--- src/rtl/inst_fetch_pkg.sv ---
// inst_fetch_pkg -- shared definitions for the instruction fetch unit.
//   state_t       : fetch FSM state encoding (IDLE, RUN)
//   fetch_entry_t : one queued fetch {pc, instr}
//   PC_W, INST_W, FIFO_DEPTH, PC_STEP : datapath sizing and PC increment
package inst_fetch_pkg;

   localparam int unsigned PC_W       = 8;
   localparam int unsigned INST_W     = 32;
   localparam int unsigned FIFO_DEPTH = 2;
   localparam logic [PC_W-1:0] PC_STEP = 8'd4;

   typedef enum logic {
      IDLE = 1'b0,
      RUN  = 1'b1
   } state_t;

   typedef struct packed {
      logic [PC_W-1:0]   pc;
      logic [INST_W-1:0] instr;
   } fetch_entry_t;

endpackage

--- src/rtl/inst_fetch_fifo.sv ---
// fetch_fifo -- small synchronous FIFO holding fetched {pc, instr} entries.
// Ports:
//   clk, rst_n : clock, asynchronous active-low reset
//   push       : write din (ignored when full unless a pop happens too)
//   pop        : drop the head entry (ignored when empty)
//   flush      : discard every entry; takes priority over push and pop
//   din, dout  : entry in, head entry out (zero while empty)
//   full,empty : occupancy flags
module fetch_fifo
   import inst_fetch_pkg::*;
(
   input  logic         clk,
   input  logic         rst_n,
   input  logic         push,
   input  logic         pop,
   input  logic         flush,
   input  fetch_entry_t din,
   output fetch_entry_t dout,
   output logic         full,
   output logic         empty
);

   localparam int unsigned PTR_W = (FIFO_DEPTH > 1) ? $clog2(FIFO_DEPTH) : 1;
   localparam int unsigned CNT_W = $clog2(FIFO_DEPTH + 1);
   localparam logic [PTR_W-1:0] PTR_LAST = PTR_W'(FIFO_DEPTH - 1);
   localparam logic [CNT_W-1:0] CNT_FULL = CNT_W'(FIFO_DEPTH);

   fetch_entry_t     mem [FIFO_DEPTH];
   logic [PTR_W-1:0] rd_ptr;
   logic [PTR_W-1:0] wr_ptr;
   logic [CNT_W-1:0] count;
   logic             do_push;
   logic             do_pop;

   function automatic logic [PTR_W-1:0] ptr_inc(input logic [PTR_W-1:0] p);
      return (p == PTR_LAST) ? '0 : p + 1'b1;
   endfunction

   assign empty   = (count == '0);
   assign full    = (count == CNT_FULL);
   assign do_pop  = pop & ~empty;
   // A push into a full FIFO is allowed when the head leaves on the same edge.
   assign do_push = push & (~full | do_pop);

   always_ff @(posedge clk or negedge rst_n) begin
      if (!rst_n) begin
         rd_ptr <= '0;
         wr_ptr <= '0;
         count  <= '0;
      end else if (flush) begin
         rd_ptr <= '0;
         wr_ptr <= '0;
         count  <= '0;
      end else begin
         if (do_push) wr_ptr <= ptr_inc(wr_ptr);
         if (do_pop)  rd_ptr <= ptr_inc(rd_ptr);
         unique case ({do_push, do_pop})
            2'b10:   count <= count + 1'b1;
            2'b01:   count <= count - 1'b1;
            default: count <= count;
         endcase
      end
   end

   always_ff @(posedge clk or negedge rst_n) begin
      if (!rst_n) begin
         for (int unsigned i = 0; i < FIFO_DEPTH; i++) mem[i] <= '0;
      end else if (do_push && !flush) begin
         mem[wr_ptr] <= din;
      end
   end

   assign dout = empty ? '0 : mem[rd_ptr];

endmodule

--- src/rtl/inst_fetch.sv ---
// inst_fetch -- sequential instruction fetch unit with a 2-entry output queue.
// Ports:
//   Clk, Rst_N       : clock, asynchronous active-low reset
//   Fetch_En         : fetching permitted while high
//   Redirect_Valid   : flush queue and load Redirect_Addr into the PC
//   Redirect_Addr    : redirect target byte address
//   Mem_Addr         : instruction memory address (the PC)
//   Mem_Data         : instruction word for Mem_Addr (combinational)
//   Inst_Valid/Ready : head-of-queue handshake
//   Inst_Out, Inst_PC: head instruction and its address
//   Misalign_Err     : sticky misaligned-redirect flag, only present when
//                      INST_FETCH_MISALIGN_EN is defined; otherwise redirect
//                      targets are forced word-aligned.
module inst_fetch
   import inst_fetch_pkg::*;
(
   input  logic              Clk,
   input  logic              Rst_N,
   input  logic              Fetch_En,
   input  logic              Redirect_Valid,
   input  logic [PC_W-1:0]   Redirect_Addr,
   output logic [PC_W-1:0]   Mem_Addr,
   input  logic [INST_W-1:0] Mem_Data,
   output logic              Inst_Valid,
   input  logic              Inst_Ready,
   output logic [INST_W-1:0] Inst_Out,
   output logic [PC_W-1:0]   Inst_PC
`ifdef INST_FETCH_MISALIGN_EN
   ,
   output logic              Misalign_Err
`endif
);

   localparam logic [PC_W-1:0] ALIGN_MASK = ~PC_W'(3);

   state_t          state;
   state_t          state_next;
   logic            fetch_active;
   logic [PC_W-1:0] pc;
   logic [PC_W-1:0] redirect_target;
   logic            push;
   logic            pop;
   logic            full;
   logic            empty;
   fetch_entry_t    push_entry;
   fetch_entry_t    head;

   // State register
   always_ff @(posedge Clk or negedge Rst_N) begin
      if (!Rst_N) state <= IDLE;
      else        state <= state_next;
   end

   // Next-state logic; redirects do not affect the state
   always_comb begin
      state_next = state;
      unique case (state)
         IDLE:    if (Fetch_En)  state_next = RUN;
         RUN:     if (!Fetch_En) state_next = IDLE;
         default: state_next = IDLE;
      endcase
   end

   // Output logic: a fetch is attempted only in RUN with no redirect pending
   always_comb begin
      fetch_active = 1'b0;
      if (state == RUN && Fetch_En && !Redirect_Valid) fetch_active = 1'b1;
   end

   assign pop  = ~empty & Inst_Ready;
   assign push = fetch_active & (~full | pop);

`ifdef INST_FETCH_MISALIGN_EN
   assign redirect_target = Redirect_Addr;

   always_ff @(posedge Clk or negedge Rst_N) begin
      if (!Rst_N)
         Misalign_Err <= 1'b0;
      else if (Redirect_Valid && (Redirect_Addr[1:0] != 2'b00))
         Misalign_Err <= 1'b1;
   end
`else
   assign redirect_target = Redirect_Addr & ALIGN_MASK;
`endif

   always_ff @(posedge Clk or negedge Rst_N) begin
      if (!Rst_N)              pc <= '0;
      else if (Redirect_Valid) pc <= redirect_target;
      else if (push)           pc <= pc + PC_STEP;
   end

   assign push_entry = '{pc: pc, instr: Mem_Data};

   fetch_fifo u_fifo (
      .clk   (Clk),
      .rst_n (Rst_N),
      .push  (push),
      .pop   (pop),
      .flush (Redirect_Valid),
      .din   (push_entry),
      .dout  (head),
      .full  (full),
      .empty (empty)
   );

   assign Mem_Addr   = pc;
   assign Inst_Valid = ~empty;
   assign Inst_Out   = head.instr;
   assign Inst_PC    = head.pc;

endmodule
--- config.mk ---
export PLATFORM = sky130hd
export DESIGN_NAME = inst_fetch
export DESIGN_NICKNAME = d
export VERILOG_FILES = /design/src/rtl/inst_fetch_pkg.sv /design/src/rtl/inst_fetch_fifo.sv /design/src/rtl/inst_fetch.sv
export SDC_FILE = /design/constraint.sdc
export NUM_CORES = 1
export LEC_CHECK = 0
export CORE_UTILIZATION = 30
export CTS_CLUSTER_DIAMETER = 80
export CTS_CLUSTER_SIZE = 28
export DETAILED_ROUTE_END_ITERATION = 8
export GPL_TIMING_DRIVEN = 1
export SLEW_MARGIN = 10
export SYNTH_ARGS = -nofsm -noshare
export SYNTH_HDL_FRONTEND = slang
export SYNTH_SLANG_ARGS = --single-unit
export TNS_END_PERCENT = 10
--- constraint.sdc ---
create_clock -name Clk -period 2.45 [get_ports Clk]
set_clock_uncertainty 0.05 [all_clocks]
set_input_delay 0.735 -clock Clk [delete_from_list [all_inputs] [get_ports Clk]]
set_output_delay 0.735 -clock Clk [all_outputs]
set_load 0.005 [all_outputs]
Word level (Yosys, flattened, before mapping)
Cells that the tools add are included.
Storage, ports and cells
  bits in registers: 93
  input bits: 45
Operators by class
  muxes and demuxes: 19
  order comparisons: 3
  equality and inequality tests: 3
  add/subtract/negate cells: 5
  bitwise gates (word level): 10
  reduce and logical (&&, ||, !) cells: 10
Operators by type and width (number)
  2-to-1 mux 40 bit: 5
  bitwise mux 80 bit: 1
  demux 40 bit (select 1 bit): 1
  2-to-1 mux 8 bit: 2
  adder 8 x 3 -> 8 bit, second input constant: 1
  2-to-1 mux 1 bit: 8
  nonzero test 2 bit: 3
  bitwise AND 1 bit: 4
  == test 2 bit, second input constant: 2
  greater-or-equal comparator 2 bit, second input constant: 2
  logical AND 1 bit: 4
  NOT 1 -> 2 bit: 2
  case mux 2 bit (2 select lines): 1
  nonzero test 3 bit: 1
  adder 1 bit, second input constant: 2
  adder 2 x 1 -> 2 bit, second input constant: 1
  == test 2 x 1 -> 1 bit, second input constant: 1
  zero test 2 bit: 1
  < comparator 2 x 1 -> 1 bit, second input constant: 1
  2-to-1 mux 2 bit: 1
  NOT 1 bit: 2
  bitwise OR 1 bit: 2
  subtractor 2 x 1 -> 2 bit, second input constant: 1
  zero test 1 bit: 1

Logic depth before layout (Yosys ltp)
Gate-level depths: netlist of run 1.
  word-level depth: 9
  mapped depth: 7
  depth with buffers taken out: 5

Cells and area by module
From an unflattened synthesis of run 1, not the netlist that was laid out.
Unflattened totals
  cell total of the unflattened synthesis: 327
  area total of the unflattened synthesis: 4357.9 µm²
By module, submodules not included
  fetch_fifo: times used 1, area each 3931.3 µm², seq. area each 2102.0 µm², cells each 283
  inst_fetch: times used 1, area each 426.7 µm², seq. area each 175.2 µm², cells each 44

Worst setup path after synthesis of run 1
OpenSTA, ideal clock, no wires.
  kind: input to register
  from: in Redirect_Valid
  to: reg u_fifo.mem[40] in the netlist's numbering
  library setup time: 0.125 ns
  required time: 2.275 ns
  path slack: 0.387 ns
  arrival: 1.888 ns
  cell stages on the path: 5
  cells stage by stage: clkbuf_1 > nor4_2 > buf_6 > buf_12 > mux2_4
On the way
  longest elaborated chain between the ends: 6
Ends and longest elaborated chain
  start: declaration: line inst_fetch.sv:20  | input logic Redirect_Valid,
  zero test 1 bit (*): line inst_fetch_fifo.sv:68, inst_fetch.sv:67
  logical AND 1 bit: line inst_fetch.sv:67  | if (state == RUN && Fetch_En && !Redirect_Valid) fetch_active = 1'b1;
  2-to-1 mux 1 bit: line inst_fetch.sv:67
  bitwise AND 1 bit: line inst_fetch.sv:71  | assign push = fetch_active & (~full | pop);
  bitwise AND 1 bit: line inst_fetch_fifo.sv:43  | assign do_push = push & (~full | do_pop);
  logical AND 1 bit (*): line inst_fetch_fifo.sv:68  | end else if (do_push && !flush) begin
  end signal: indexed assignment: line inst_fetch_fifo.sv:69  | mem[wr_ptr] <= din;
  end: declaration: line inst_fetch_fifo.sv:28  | fetch_entry_t mem [FIFO_DEPTH];
Every way passes the cells marked *; elsewhere a longest branch is shown, timed or not.
A chain may end at the register's enable or synchronous reset.

Worst setup path after layout of run 1
  from: reg u_fifo.rd_ptr
  to: out Inst_Out[17]
On the way
  longest elaborated chain between the ends: 5
Ends and longest elaborated chain
  start: declaration: line inst_fetch_fifo.sv:29  | logic [PTR_W-1:0] rd_ptr;
  start signal: assignment: line inst_fetch_fifo.sv:56  | if (do_pop) rd_ptr <= ptr_inc(rd_ptr);
  NOT 1 -> 2 bit (implied by the code): line inst_fetch_fifo.sv:73  | assign dout = empty ? '0 : mem[rd_ptr];
  2-to-1 mux 40 bit (implied by the code) (3 in a row): line inst_fetch_fifo.sv:73
  2-to-1 mux 40 bit: line inst_fetch_fifo.sv:73
  end: declaration: line inst_fetch.sv:26  | output logic [INST_W-1:0] Inst_Out,
Every way passes these cells. The select of a mux whose other input is x is not followed.

==> flow_summary.json, run 1 <==
{
  "avgRoutedWirePerCell_um": 14.8,
  "cts_buffers": 9,
  "max_freq_mhz": 402,
  "reg2regPathDepth": 6,
  "timing.rr.start": "u_fifo.count[0]",
  "grt_use_total_pct": 13.1,
  "synth_cell_types": 34,
  "cp.required_ns": 1.66,
  "arrival_ns": 1.70,
  "violations": "setup timing",
  "p_leak_nw": 2.69,
  "hold_viol_final": 0,
  "core-area_um2": 13800,
  "finalCritPeriodShare_pct": 102,
  "setup_ws_ns": -0.0384,
  "overflow": 0,
  "wl_met3_um": 367,
  "start_util_pct": 30.6,
  "fin_crit_ns": 2.49,
  "crit_type": "reg -> out",
  "drive_above_1_share_pct": 29.3,
  "syn_avg_cell_area_um2": 13.4,
  "cts_root_buf": "clkbuf_16",
  "ys.flop_type": "dfrtp_1",
  "num_rows": 43,
  "postSynthCellCount": 315,
  "cts.htree.levels": 3,
  "grt_pass1_wl_um": 14500,
  "highest_layer": "met4",
  "grt_pass1_vias": 2856,
  "via_count": 2672,
  "maxSlewViolCount": 0,
  "routedLengthMet1_um": 4190,
  "synth_seq_cells": 87,
  "diodes": 0,
  "drt_iter0_drc": 71,
  "gp_congestion": 0.693,
  "portBuffers": 87,
  "setup-tns-final_ns": -0.0736,
  "antenna_found_initial": 0,
  "finalInstanceArea_um2": 5760,
  "vias_per_cell": 4.45,
  "cts_buffer_depth": 2,
  "clkSlewWorstSetupHoldPaths_ns": 0.06,
  "place_hpwl_um": 5780,
  "drc": 0,
  "power.total_mw": 4.37,
  "multi_input_area_um2": 1880,
  "cp-end-kind": "output port",
  "num_io_pins": 94,
  "regArea_um2": 2180,
  "hp-class": "in -> async",
  "synth_warnings": 0,
  "die_height_um": 121,
  "reg2reg_to": "u_fifo.mem[2]",
  "startpoint": "u_fifo.rd_ptr",
  "final_nets": 461,
  "status": "complete, but fails checks",
  "final_common_cell": "dfrtp_1",
  "cts_hold_buf": 0,
  "postSynth.asyncResetShare_pct": 100,
  "wirelength_um": 8890,
  "ys_seq_area_share_pct": 51.4,
  "placed_cell_area_um2": 5390,
  "area_delta_synth_final_pct": 36.1,
  "synth-edff-count": 0,
  "crit_path_end": "Inst_Out[17]",
  "grt_max_degree": 43,
  "final_antenna_net_count": 0,
  "die_area_um2": 14600,
  "drt-pass1-iter-count": 5,
  "rrSetupSlack_ns": 0.61,
  "die_w_um": 121,
  "setup-violations-final": 5,
  "final_cell_mix": "dfrtp_1 (84), clkdlybuf4s50_1 (55), nor2_1 (42), mux2i_1 (40), mux2_4 (40)",
  "met2_length_um": 4200,
  "clock_sinks": 87,
  "clk-insertion-delay-late_ns": 0.33,
  "fin_hold_ws_ns": 0.250,
  "cap_viol_max_count": 0,
  "vdd_ir_drop_max_mv": 0.349,
  "cp-start-kind": "flip-flop",
  "rsz0062_at_grt": "true",
  "cp_max_fo": 14,
  "cts_tree": "done",
  "powerDensity_nw_per_um2": 758,
  "fill_cells": 1326,
  "synthesis.area_um2": 4230
}
==> final cells by class <==
cell class              instances  share of cell area [%]
repair buffers                110                    19.8
multi-input cells             205                    32.7
clock inverters                 3                    1.13
clock buffers                  13                    4.52
inverters                       2                   0.130
well taps                     180                    3.91
flip-flops and latches         87                    37.9
==> how the worst min path moves through the flow <==
| stage | cells past startpoint | endpoint | from | slack [ns] |
|---|---|---|---|---|
| 2_1_floorplan | 0 | Mem_Addr[2] | Rst_N | 0.39 |
| 3_3_place_gp | 1 | u_fifo.mem[8] | u_fifo.mem[8] | 0.44 |
| 3_5_place_dp | 1 | u_fifo.mem[43] | u_fifo.mem[43] | 0.44 |
| 4_1_cts | 1 | u_fifo.mem[68] | Rst_N | 0.25 |
| 5_1_grt | 1 | u_fifo.mem[28] | Rst_N | 0.26 |
| 6_report | 1 | u_fifo.mem[28] | Rst_N | 0.25 |
==> critical path, cell delays in order, from the launching register on <==
cell	delay, ns
dfrtp_2	0.44
buf_8	0.17
mux2i_1	0.12
nor2_1	0.12
clkdlybuf4s50_1	0.51
==> layer usage <==
layer  vias to the layer above  track usage [%]
met3                        11             3.73
met1                      1324             16.6
met5                         -                0
met4                         0             4.86
li1                       1278                -
met2                        59             21.0
==> metrics by stage <==
step | std cells | setup WS, ns | util, %
3_5_place_dp | 581 | -0.0819 | 39.0
3_3_place_gp | 581 | -0.0838 | 39.0
2_1_floorplan | 318 | 0.387 | -
6_report | 600 | -0.0384 | 41.7
4_1_cts | 598 | -0.0911 | 41.2
5_1_grt | 600 | -0.0912 | 41.7
==> repair_timing <==
item                                    CTS  global route
resized for setup                        29             9
buffers inserted                          1             1
endpoints found under the setup margin   39            15
pin swaps                                 2             0
cloned                                    0             1
==> report_power, final <==
part           total, mW  switching [mW]  internal, mW
Clock               1.46           0.517         0.947
Sequential          1.99           0.196          1.79
Combinational      0.919           0.298         0.620
==> state kept, by name, indices dropped and copies added (netlist names) <==
signal / count
u_fifo.count: 2
u_fifo.rd_ptr: 1
Mem_Addr: 6
u_fifo.wr_ptr: 1
u_fifo.mem: 76
state: 1
==> cells by family after synthesis <==
logic type	Yosys count	synth area share (%)
mux	117	33.5
simple gates	67	7.27
buf+inv	26	4.82
xor+xnor	6	1.24
compound gates	10	1.36
other cells	1	0.0886
flops	87	51.4
fa+ha+maj	1	0.296
==> Yosys cell counts (all sizes together), types with 2 or more instances <==
master,count,area share [%]
o21ai,5,0.59
nor2,43,3.8
dfrtp,87,51
buf,16,3.9
xnor2,4,0.83
inv,2,0.18
mux2,77,24
nand3,2,0.24
nor3,4,0.59
nand2,10,0.89
mux2i,40,9.5
xor2,2,0.41
nor3b,2,0.62
clkbuf,8,0.71
Note: power is estimated with default switching activity, not from simulation.
==> inputs of run 2 (changes only) <==
--- a/config.mk
+++ b/config.mk
@@ -5,7 +5,9 @@
 export SDC_FILE = /design/constraint.sdc
 export NUM_CORES = 1
 export LEC_CHECK = 0
+export ABC_CLOCK_PERIOD_IN_PS = 2450
 export CORE_UTILIZATION = 30
+export CTS_BUF_LIST = sky130_fd_sc_hd__clkbuf_2 sky130_fd_sc_hd__clkbuf_4 sky130_fd_sc_hd__clkbuf_8
 export CTS_CLUSTER_DIAMETER = 80
 export CTS_CLUSTER_SIZE = 28
 export DETAILED_ROUTE_END_ITERATION = 8
==> flow_summary.json, run 2 (synthesis gave the netlist of run 1 again) <==
{
  "status": "complete, but fails checks",
  "drt-pass1-iter-count": 5,
  "portBuffers": 87,
  "num_rows": 43,
  "vias_per_cell": 4.42,
  "grt_pass1_wl_um": 14400,
  "clock_sinks": 87,
  "cp_cell_sequence": "buf_8 -> mux2i_1 -> nor2_1 -> clkdlybuf4s50_1",
  "setup_ws_ns": -0.0807,
  "core-area_um2": 13800,
  "final_common_cell": "dfrtp_1",
  "start_util_pct": 30.6,
  "fin_crit_ns": 2.53,
  "drive_above_1_share_pct": 29.8,
  "place_hpwl_um": 5780,
  "cp-end-kind": "output port",
  "cp.required_ns": 1.66,
  "clkSlewWorstSetupHoldPaths_ns": 0.08,
  "cap_viol_max_count": 0,
  "largest_register_ffs": 76,
  "timing.rr.start": "u_fifo.count[0]",
  "cp-start-kind": "flip-flop",
  "cp.buffers_inverters": 2,
  "worst_path_dominant_cell_family": "buffers and inverters",
  "violations": "setup timing",
  "max_freq_mhz": 395,
  "wl_met3_um": 394,
  "maxSlewViolCount": 0,
  "grt_max_degree": 43,
  "hold_viol_final": 0,
  "slowest_delay_ns": 0.51,
  "cp_max_fo": 14,
  "final_util_pct": 40.9,
  "diodes": 0,
  "wirelength_um": 8860,
  "crit_type": "reg -> out",
  "antenna_found_initial": 0,
  "startpoint": "u_fifo.rd_ptr",
  "die_area_um2": 14600,
  "cts.htree.levels": 3,
  "final_nets": 461,
  "gp_congestion": 0.693,
  "highest_layer": "met4",
  "final_antenna_net_count": 0,
  "powerDensity_nw_per_um2": 712,
  "clk-insertion-delay-late_ns": 0.36,
  "grt_pass1_vias": 2811,
  "cts_hold_buf": 0,
  "die_w_um": 121,
  "die_height_um": 121,
  "area_delta_synth_final_pct": 33.8,
  "routedLengthMet1_um": 4190,
  "drc": 0,
  "arrival_ns": 1.75,
  "via_count": 2653,
  "met2_length_um": 4120,
  "final_cell_mix": "dfrtp_1 (84), clkdlybuf4s50_1 (54), nor2_1 (42), mux2i_1 (40), mux2_4 (40)",
  "finalCritPeriodShare_pct": 103,
  "pre_cts_ws_ns": -0.0819,
  "cts_buffer_depth": 2,
  "setup-violations-final": 7,
  "grt_use_total_pct": 13.0,
  "drt_iter0_drc": 66,
  "regMostFlops": "u_fifo.mem",
  "vdd_ir_drop_max_mv": 0.397,
  "rrSetupSlack_ns": 0.61,
  "cts_root_buf": "clkbuf_8",
  "slowest_stage": "clkdlybuf4s50_1",
  "hp-class": "in -> async",
  "p_leak_nw": 2.66,
  "cts_buffers": 9,
  "cts_tree": "done",
  "overflow": 0,
  "rsz0062_at_grt": "true",
  "num_io_pins": 94,
  "avgRoutedWirePerCell_um": 14.8
}
-- run 2: changes by cell type in the layout (fill, tap and decap cells not counted), sizes merged --
cell / delta
dlygate4sd2: +1
clkdlybuf4s50: -1
-- run 2: worst paths after layout --
| path | to | cells after the start |
|---|---|---|
| max in group asynchronous | u_fifo.mem[51] | 2 |
| worst max register to register | u_fifo.mem[2] | 6 |
| worst min-delay path | u_fifo.mem[28] | 1 |
| min in group Clk | u_fifo.mem[54] | 1 |
| worst max-delay path | Inst_Out[17] | 4 |
| worst min register to register | u_fifo.mem[54] | 1 |
-- run 2: power breakdown --
part           internal (mW)  switching (mW)
combinational          0.618           0.296
clock                  0.652           0.484
sequential              1.79           0.194
total                   3.05           0.975
-- run 2: cell type report --
type | instances | area, um^2
clock buffers | 13 | 166
clock inverters | 3 | 65.1
fillers | 1336 | 8170
inverters | 2 | 7.51
multi-input cells | 205 | 1880
flip-flops and latches | 87 | 2180
well taps | 180 | 225
repair buffers | 110 | 1130
-- run 2: per-stage QoR --
stage	instance area (um^2)	setup TNS, ns	hold WS, ns	std cells	power (mW)
floorplan	4240	0	0.389	318	2.59
global placement	5390	-2.01	0.436	581	2.91
detailed placement	5390	-2.10	0.442	581	2.94
CTS	5610	-1.33	0.200	598	4.10
global route	5660	-1.42	0.217	600	4.28
finish	5660	-0.325	0.221	600	4.03
-- run 2: worst reg2reg max path: stages, from the launching register on --
cell     delay [ns]
dfrtp_2        0.43
buf_4          0.16
nor3b_4        0.28
nor3_2         0.08
nand2_2        0.17
buf_12         0.20
mux2_2         0.36
-- run 2: metal layers --
layer | vias up | global-route usage (%)
met4 | 0 | 5.09
met3 | 10 | 3.73
met1 | 1314 | 16.7
met2 | 55 | 20.5
met5 | - | 0
li1 | 1274 | -
-- run 2: what timing repair did --
action                                  CTS  global route
endpoints found under the hold margin     0             0
setup buffers                             1             1
gates cloned                              0             1
resized for setup                        30             8
endpoints found under the setup margin   39            16
pin swaps                                 2             0
